$ cat src/rtl/port_dev_pkg.sv
// Shared constants and the status word layout for the per-port queue device.
package port_dev_pkg;

  localparam int unsigned PORT_WORD_W = 16;
  localparam int unsigned MAX_DEPTH   = 8;
  localparam int unsigned CNT_W       = 4;

  localparam int unsigned CMD_PUSH      = 0;
  localparam int unsigned CMD_CLR_TX    = 1;
  localparam int unsigned CMD_CLR_RX    = 2;
  localparam int unsigned CMD_CLR_FLAGS = 3;

  localparam int unsigned ST_RX_NONEMPTY = 15;
  localparam int unsigned ST_TX_FULL     = 14;
  localparam int unsigned ST_RX_OVF      = 13;
  localparam int unsigned ST_TX_OVF      = 12;
  localparam int unsigned ST_RX_CNT_LSB  = 4;
  localparam int unsigned ST_TX_CNT_LSB  = 0;

  typedef struct packed {
    logic             rx_nonempty;
    logic             tx_full;
    logic             rx_ovf;
    logic             tx_ovf;
    logic [3:0]       rsvd;
    logic [CNT_W-1:0] rx_count;
    logic [CNT_W-1:0] tx_count;
  } port_status_t;

  function automatic logic [PORT_WORD_W-1:0] pack_status(
    input logic             rx_nonempty,
    input logic             tx_full,
    input logic             rx_ovf,
    input logic             tx_ovf,
    input logic [CNT_W-1:0] rx_count,
    input logic [CNT_W-1:0] tx_count
  );
    port_status_t s;
    s.rx_nonempty = rx_nonempty;
    s.tx_full     = tx_full;
    s.rx_ovf      = rx_ovf;
    s.tx_ovf      = tx_ovf;
    s.rsvd        = '0;
    s.rx_count    = rx_count;
    s.tx_count    = tx_count;
    return s;
  endfunction

endpackage

$ cat src/rtl/port_sync_fifo.sv
// Synchronous FIFO with clear; a push in the clear cycle lands as the sole entry.
module port_sync_fifo
  import port_dev_pkg::*;
#(
  parameter int unsigned DEPTH = 8
) (
  input  logic                   clk,
  input  logic                   rst,
  input  logic                   push,
  input  logic                   pop,
  input  logic                   clear,
  input  logic [PORT_WORD_W-1:0] din,
  output logic [PORT_WORD_W-1:0] dout,
  output logic [CNT_W-1:0]       count,
  output logic                   full,
  output logic                   empty
);

  localparam int unsigned AW = $clog2(DEPTH);

  logic [PORT_WORD_W-1:0] r_mem [DEPTH];
  logic [AW-1:0]          r_wr_ptr;
  logic [AW-1:0]          r_rd_ptr;
  logic [CNT_W-1:0]       r_count;
  logic                   w_pop;
  logic                   w_push;
  logic [AW-1:0]          w_wr_idx;

  assign w_pop    = pop & (r_count != '0);
  assign w_push   = push & (clear | (r_count < CNT_W'(DEPTH)) | w_pop);
  assign w_wr_idx = clear ? '0 : r_wr_ptr;

  always_ff @(posedge clk) begin
    if (rst) begin
      r_wr_ptr <= '0;
      r_rd_ptr <= '0;
      r_count  <= '0;
    end else if (clear) begin
      r_rd_ptr <= '0;
      r_wr_ptr <= w_push ? AW'(1) : '0;
      r_count  <= w_push ? CNT_W'(1) : '0;
    end else begin
      if (w_push) r_wr_ptr <= r_wr_ptr + AW'(1);
      if (w_pop)  r_rd_ptr <= r_rd_ptr + AW'(1);
      case ({w_push, w_pop})
        2'b10:   r_count <= r_count + CNT_W'(1);
        2'b01:   r_count <= r_count - CNT_W'(1);
        default: r_count <= r_count;
      endcase
    end
  end

  always_ff @(posedge clk) begin
    if (!rst && w_push) r_mem[w_wr_idx] <= din;
  end

  assign dout  = r_mem[r_rd_ptr];
  assign count = r_count;
  assign full  = (r_count == CNT_W'(DEPTH));
  assign empty = (r_count == '0);

endmodule

$ cat src/rtl/port_queue_dev.sv
// CPU port responder: command decode, TX/RX queues, sticky flags and status word.
module port_queue_dev
  import port_dev_pkg::*;
#(
  parameter int unsigned DEPTH = 8
) (
  input  logic                   clk,
  input  logic                   rst,
  input  logic [PORT_WORD_W-1:0] port_d_out_data,
  input  logic [PORT_WORD_W-1:0] port_d_out_cmd,
  input  logic                   port_inform_write,
  input  logic                   port_inform_read,
  output logic [PORT_WORD_W-1:0] port_d_in_data,
  output logic [PORT_WORD_W-1:0] port_d_in_status,
  output logic [PORT_WORD_W-1:0] tx_data,
  output logic                   tx_valid,
  input  logic                   tx_ready,
  input  logic [PORT_WORD_W-1:0] rx_data,
  input  logic                   rx_valid,
  output logic                   rx_ready
);

  logic                   w_push, w_clr_tx, w_clr_rx, w_clr_flags;
  logic                   w_unused_cmd;
  logic                   w_tx_pop, w_tx_full, w_tx_empty, w_tx_ovf_set;
  logic                   w_rx_hs, w_rx_push, w_rx_full, w_rx_empty, w_rx_ovf_set;
  logic [CNT_W-1:0]       w_tx_count, w_rx_count;
  logic [PORT_WORD_W-1:0] w_rx_dout;
  logic                   r_tx_ovf, r_rx_ovf;

  assign w_push       = port_inform_write & port_d_out_cmd[CMD_PUSH];
  assign w_clr_tx     = port_inform_write & port_d_out_cmd[CMD_CLR_TX];
  assign w_clr_rx     = port_inform_write & port_d_out_cmd[CMD_CLR_RX];
  assign w_clr_flags  = port_inform_write & port_d_out_cmd[CMD_CLR_FLAGS];
  assign w_unused_cmd = ^port_d_out_cmd[PORT_WORD_W-1:4];

  assign tx_valid     = ~w_tx_empty;
  assign w_tx_pop     = tx_valid & tx_ready;
  assign w_tx_ovf_set = w_push & ~w_clr_tx & w_tx_full & ~w_tx_pop;

  // A read pulse frees a slot this cycle, so a full RX may still accept.
  assign rx_ready     = (~w_rx_full | port_inform_read) & ~rst;
  assign w_rx_hs      = rx_valid & rx_ready;
  assign w_rx_push    = w_rx_hs & ~w_clr_rx;
  assign w_rx_ovf_set = rx_valid & ~rx_ready;

  port_sync_fifo #(.DEPTH(DEPTH)) u_tx_fifo (
    .clk   (clk),
    .rst   (rst),
    .push  (w_push),
    .pop   (w_tx_pop),
    .clear (w_clr_tx),
    .din   (port_d_out_data),
    .dout  (tx_data),
    .count (w_tx_count),
    .full  (w_tx_full),
    .empty (w_tx_empty)
  );

  port_sync_fifo #(.DEPTH(DEPTH)) u_rx_fifo (
    .clk   (clk),
    .rst   (rst),
    .push  (w_rx_push),
    .pop   (port_inform_read),
    .clear (w_clr_rx),
    .din   (rx_data),
    .dout  (w_rx_dout),
    .count (w_rx_count),
    .full  (w_rx_full),
    .empty (w_rx_empty)
  );

  always_ff @(posedge clk) begin
    if (rst) begin
      r_tx_ovf <= 1'b0;
      r_rx_ovf <= 1'b0;
    end else begin
      r_tx_ovf <= w_tx_ovf_set | (r_tx_ovf & ~w_clr_flags);
      r_rx_ovf <= w_rx_ovf_set | (r_rx_ovf & ~w_clr_flags);
    end
  end

  assign port_d_in_data   = w_rx_empty ? '0 : w_rx_dout;
  assign port_d_in_status = pack_status(~w_rx_empty, w_tx_full, r_rx_ovf, r_tx_ovf,
                                        w_rx_count, w_tx_count);

endmodule

$ cat config.mk
export PLATFORM = sky130hd
export DESIGN_NAME = port_queue_dev
export DESIGN_NICKNAME = d
export VERILOG_FILES = /design/src/rtl/port_dev_pkg.sv /design/src/rtl/port_sync_fifo.sv /design/src/rtl/port_queue_dev.sv
export SDC_FILE = /design/constraint.sdc
export NUM_CORES = 1
export LEC_CHECK = 0
export CAP_MARGIN = 20
export CORE_MARGIN = 3
export CORE_UTILIZATION = 64
export CTS_BUF_LIST = sky130_fd_sc_hd__clkbuf_4
export DETAILED_ROUTE_END_ITERATION = 16
export GPL_ROUTABILITY_DRIVEN = 0
export GPL_TIMING_DRIVEN = 0
export PLACE_DENSITY = 0.87
export SLEW_MARGIN = 30
export SYNTH_ARGS = -nofsm -noshare
export SYNTH_HDL_FRONTEND = slang
export SYNTH_HIERARCHICAL = 1
export SYNTH_SLANG_ARGS = --single-unit
$ cat constraint.sdc
create_clock -name clk -period 8.4 [get_ports clk]
set_input_delay 1.68 -clock clk [delete_from_list [all_inputs] [get_ports clk]]
set_output_delay 1.68 -clock clk [all_outputs]
set_load 0.01 [all_outputs]
* After elaboration in Yosys (flattened, before gate mapping)
Memories as Yosys holds them, arrays and structs flattened. A register that Yosys moved wholly into a read port is not among the register bits. Cells that the tools add are included.
Operators by class: reductions and logical operators 13, eq/ne operators 6, mux-type cells 23, bitwise operators 34, $lt $le $gt $ge 2, add/sub/neg operators 8
Operators with widths (number):
- $mux 3 | 10
- $and 1x1->1 | 18
- $mux 16 | 1
- $pmux 4 s2 | 2
- $add 3x1->3 const B | 4
- $not 1->1 | 9
- $add 4x1->4 const B | 2
- $eq 4x4->1 const B | 2
- $logic_not 4->1 | 2
- $lt 4x4->1 const B | 2
- $mux 1 | 8
- $mux 4 | 2
- $reduce_bool 4->1 | 2
- $sub 4x1->4 const B | 2
- $or 1x1->1 | 7
- $reduce_bool 3->1 | 2
- $eq 2x1->1 const B | 2
- $eq 2x2->1 const B | 2
- $reduce_bool 2->1 | 2
- $reduce_or 2->1 | 2
- $logic_and 1x1->1 | 2
- $logic_not 1->1 | 1
Word-level totals: flip-flop bits (word level) 22, input bits 54, output and inout bits 50, bits in writable memories 256, word-level logic and storage cells 96, memories kept 2
Memories:
- u_rx_fifo.r_mem | words 8, bits a word 16, rd ports 1, clocked after Yosys merged registers in 1, wr ports 1, RTL line port_sync_fifo.sv:21 | logic [PORT_WORD_W-1:0] r_mem [DEPTH];
- u_tx_fifo.r_mem | words 8, bits a word 16, rd ports 1, clocked after Yosys merged registers in 1, wr ports 1, RTL line port_sync_fifo.sv:21

* Logic depth before layout (Yosys ltp)
word-level depth 10, mapped depth 13, gate-level depth less buffers 11

* By module
Netlist, hierarchy kept.
By module, submodules not included:
- port_sync_fifo (u_rx_fifo) | instances 1, area each 5711.7 um2, cells each 281, sequential area each 4103.9 um2
- port_sync_fifo (u_tx_fifo) | instances 1, area each 5606.6 um2, cells each 280, sequential area each 4103.9 um2
- port_queue_dev | instances 1, area each 322.8 um2, cells each 44, sequential area each 40.0 um2

* Worst setup path after synthesis
OpenSTA, ideal clock, no wires.
kind input -> register, start point in port_d_out_cmd[1], end point mem u_tx_fifo.r_mem[2][0], enable pin, path slack 3.886 ns, data required time 7.970 ns, stages 4, library setup time 0.430 ns, buffers on the path 1, data arrival time 4.084 ns, cell sequence and2_1 -> clkbuf_1 -> or3b_2 -> nor4_1
Between the ends: cells in the longest elaborated chain, start to end 7, elaborated cells between the ends (all ways) 8, those cells by class 3 x mux; 4 x bitwise; 1 x reduce/logical
RTL lines:
- start: declaration | RTL line port_queue_dev.sv:10 | input logic [PORT_WORD_W-1:0] port_d_out_cmd,
- $and 1x1->1 * | RTL line port_queue_dev.sv:32 | assign w_clr_tx = port_inform_write & port_d_out_cmd[CMD_CLR_TX];
- $or 1x1->1 (2 in a row) | RTL line port_sync_fifo.sv:30 | assign w_push = push & (clear | (r_count < CNT_W'(DEPTH)) | w_pop);
- $and 1x1->1 | RTL line port_sync_fifo.sv:30
- $logic_and 1x1->1 | RTL line port_sync_fifo.sv:54 | if (!rst && w_push) r_mem[w_wr_idx] <= din;
- $mux 1 | RTL line port_sync_fifo.sv:54
- $mux 1 (implied by the code) | RTL line port_sync_fifo.sv:54
- end: declaration | RTL line port_sync_fifo.sv:21
Every way passes the cells marked *; elsewhere a longest branch is shown, timed or not.

* Final worst setup path
start point in port_inform_read, end point out rx_ready
Between the ends: cells in the longest elaborated chain, start to end 2
RTL lines:
- start: declaration | RTL line port_queue_dev.sv:12 | input logic port_inform_read,
- $or 1x1->1 | RTL line port_queue_dev.sv:42 | assign rx_ready = (~w_rx_full | port_inform_read) & ~rst;
- $and 1x1->1 | RTL line port_queue_dev.sv:42
- end: declaration | RTL line port_queue_dev.sv:20 | output logic rx_ready
No other way between the ends.

==> flow_summary.ini <==
[run_status]
status = completed

[sta]
timing.fmax_mhz = 207
fin_tns_setup_ps = 0
worst_hold_slack_ps = 494
worst_pin_slew_ps = 840
fin_skew_ps = 51.2
setup_viol = 0
slew_viol_final = 0
max-slew-margin-rel = 0.439
hold_viol = 0
post-route-period-util = 0.576
layout_min_cycle_time_ps = 4840
rsz0062_at_grt = false

[setup_path]
r2r_slack_ps = 5080
reg2reg_from = u_tx_fifo/count[0]
critPathMaxFanout = 10
cp-end-kind = output pin
worstPathArrival_ps = 3160
crit_start = port_inform_read
path_class = in -> out
critPathRequiredTime_ps = 6720
cp-start-kind = primary input
r2r-end = u_tx_fifo/r_mem[5][0]
rr_worst_depth = 7

[floorplanning]
initial_core_util = 0.664
die_area_um2 = 19800
chipHeight_um = 141
num_io_pins = 104
rows = 48
fp.dieW_um = 141
core-area_um2 = 17500

[logic_synthesis]
yosys.area.top_type = edfxtp_1
syn_inst = 605
synth-main-ff-cell = edfxtp_1
netlist_area_um2 = 11600
yosysSeqAreaShare = 0.709
synth_edf_count = 256
ys_ff_latch = 284
synth-async-reset-ratio = 0
synth.avg_cell_area_um2 = 19.2
ys_warn_count = 6
ys_top_cells_by_area = edfxtp_1 (66%), mux4_2 (7.2%), mux4_1 (6.1%)
yosysUniqueCellTypes = 63
synthTopCellsByCount = edfxtp_1 (256), mux4_2 (37), mux2_2 (32), nor2_1 (32), dfxtp_1 (28)
yosysTopAreaCellShare = 0.660
yosysMostFrequentCell = edfxtp_1

[route]
drc_errors = 0
first_pass_iters = 5
ant_nets = 0
drt_iter0_drc = 510
wl_per_cell_um = 23.4
postRouteWirelength_um = 24900
avgViaCountPerCell = 6.16
vias = 6543

[power]
p_sw_frac = 0.218
p_leak_uw = 0.00469
p_per_area_nw_per_um2 = 211
peakVddDrop_mv = 0.186
p_switching_uw = 642
p_int_uw = 2310
sequentialPowerShare = 0.528
p_clk_frac = 0.396
p_comb_frac = 0.077

[global_route]
grt_max_degree = 17
overflow = 0
grt_use_total = 0.257
grt_pass1_vias = 6930
grt_antenna_before_repair = 2
grt_pass1_wl_um = 38000

[placement]
place_hpwl_um = 15700
io_buffers = 87
placed_area_um2 = 13100

[clock_network]
htree_num_levels = 3
root_buffer = clkbuf_4
cts_buffers = 71
cts.path.max_buffers = 3
cts_tree = done
clock-sinks = 284
clkLatencyLatePin_ps = 680
holdBufCountCts = 0
ctsResizeCount = 0
post_cts_buffers = 0
clk_pin_slew_ps = 60

[final_layout]
syn_to_final_growth_pct = 20.0
drive_gt1_frac = 0.310
post-route-cell-area_um2 = 14000
final_nets = 852
num-fill-cells = 850

[hold_path]
hold_end = u_rx_fifo/r_rd_ptr[1]
hold_depth = 2
hold_start = u_rx_fifo/r_rd_ptr[1]
hp-class = reg -> reg

[run]
maxCapViolations = 0
layout by cell type (no fill, tap or decap), drive strengths merged, types with 3 or more instances in the layout:
| master | instances |
|---|---|
| mux2 | 32 |
| dfxtp | 28 |
| clkdlybuf4s50 | 87 |
| o21ai | 9 |
| nor3 | 14 |
| o31ai | 3 |
| nor2b | 10 |
| a31oi | 3 |
| buf | 53 |
| xor2 | 7 |
| conb | 4 |
| mux4 | 64 |
| nand3 | 4 |
| or3 | 5 |
| clkbuf | 108 |
| or3b | 5 |
| nand2 | 15 |
| clkinv | 12 |
| inv | 10 |
| or2 | 3 |
| edfxtp | 256 |
| and2b | 8 |
| ha | 8 |
| and2 | 4 |
| nor2 | 32 |
| a21oi | 7 |
| xnor2 | 4 |
| bufinv | 3 |
| nor4 | 4 |
| nand2b | 6 |
stage by stage:
stage | util | instances | setup WS (ps) | power (µW)
2_1_floorplan | - | 608 | 3890 | 1700
3_3_place_gp | 0.730 | 920 | 1900 | 1790
3_5_place_dp | 0.745 | 942 | 3560 | 1810
4_1_cts | 0.797 | 1061 | 3540 | 2980
5_1_grt | 0.797 | 1062 | 3450 | 3070
6_report | 0.797 | 1062 | 3560 | 2950
worst max-delay path by stage:
stage                                        end  slack (ps)
after floorplan            u_tx_fifo/r_mem[2][0]        3890
after global placement    u_tx_fifo/r_mem[2][10]        1900
after detailed placement                rx_ready        3560
after CTS                     port_d_in_data[12]        3540
after global routing          port_d_in_data[12]        3450
final                                   rx_ready        3560
routing by layer:
metal  up-vias  part of all wire  GRT usage
met2       319              0.54      0.449
met4         2             0.034      0.125
met5         -           0.00032          0
met1      3285              0.35      0.293
met3        76             0.076     0.0729
li1       2861                 -          -
logic make-up (layout without fill, tap and decap cells):
group | count (synthesis) | count (layout) | synth area share
compound gates | 40 | 40 | 0.0295
fa+ha+maj | 10 | 10 | 0.0103
other cells | 1 | 5 | 0.000322
flops | 284 | 284 | 0.709
mux | 98 | 98 | 0.165
buf+inv | 46 | 274 | 0.0228
xor+xnor | 11 | 11 | 0.00828
simple gates | 115 | 115 | 0.0551
sequential cells by signal, summed over array words and instances, names as in the netlist, named ones only:
register            flops
u_tx_fifo/r_rd_ptr      3
r_rx_ovf                1
u_tx_fifo/r_mem       128
u_rx_fifo/count         4
u_rx_fifo/r_wr_ptr      3
u_tx_fifo/count         4
r_tx_ovf                1
u_rx_fifo/r_rd_ptr      3
u_rx_fifo/r_mem       128
u_tx_fifo/r_wr_ptr      3
final cells by class:
cell class                      instances  area (µm²)  area share
Clock inverter                         18         151      0.0108
Sequential cell                       284        8250       0.590
Timing Repair Buffer                  109        1040      0.0747
Inverter                                8        30.0     0.00215
Antenna cell                            1        2.50    0.000179
Clock buffer                          101         758      0.0543
Multi-Input combinational cell        278        3220       0.231
Tap cell                              225         282      0.0202
Buffer                                 38         235      0.0168
worst max-delay path, cell delays in order:
cell and delay (ps):
clkdlybuf4s50_1 720, nor2b_1 110, nor2_1 100, clkdlybuf4s50_1 550
power groups by stage:
stage	Combinational, µW	Clock [µW]	Sequential, µW
floorplan	119	0	1590
global placement	209	0	1590
detailed placement	222	0	1590
CTS	226	1190	1560
global route	240	1270	1560
finish	226	1170	1560
No activity file was read; power rests on OpenSTA's default activity.
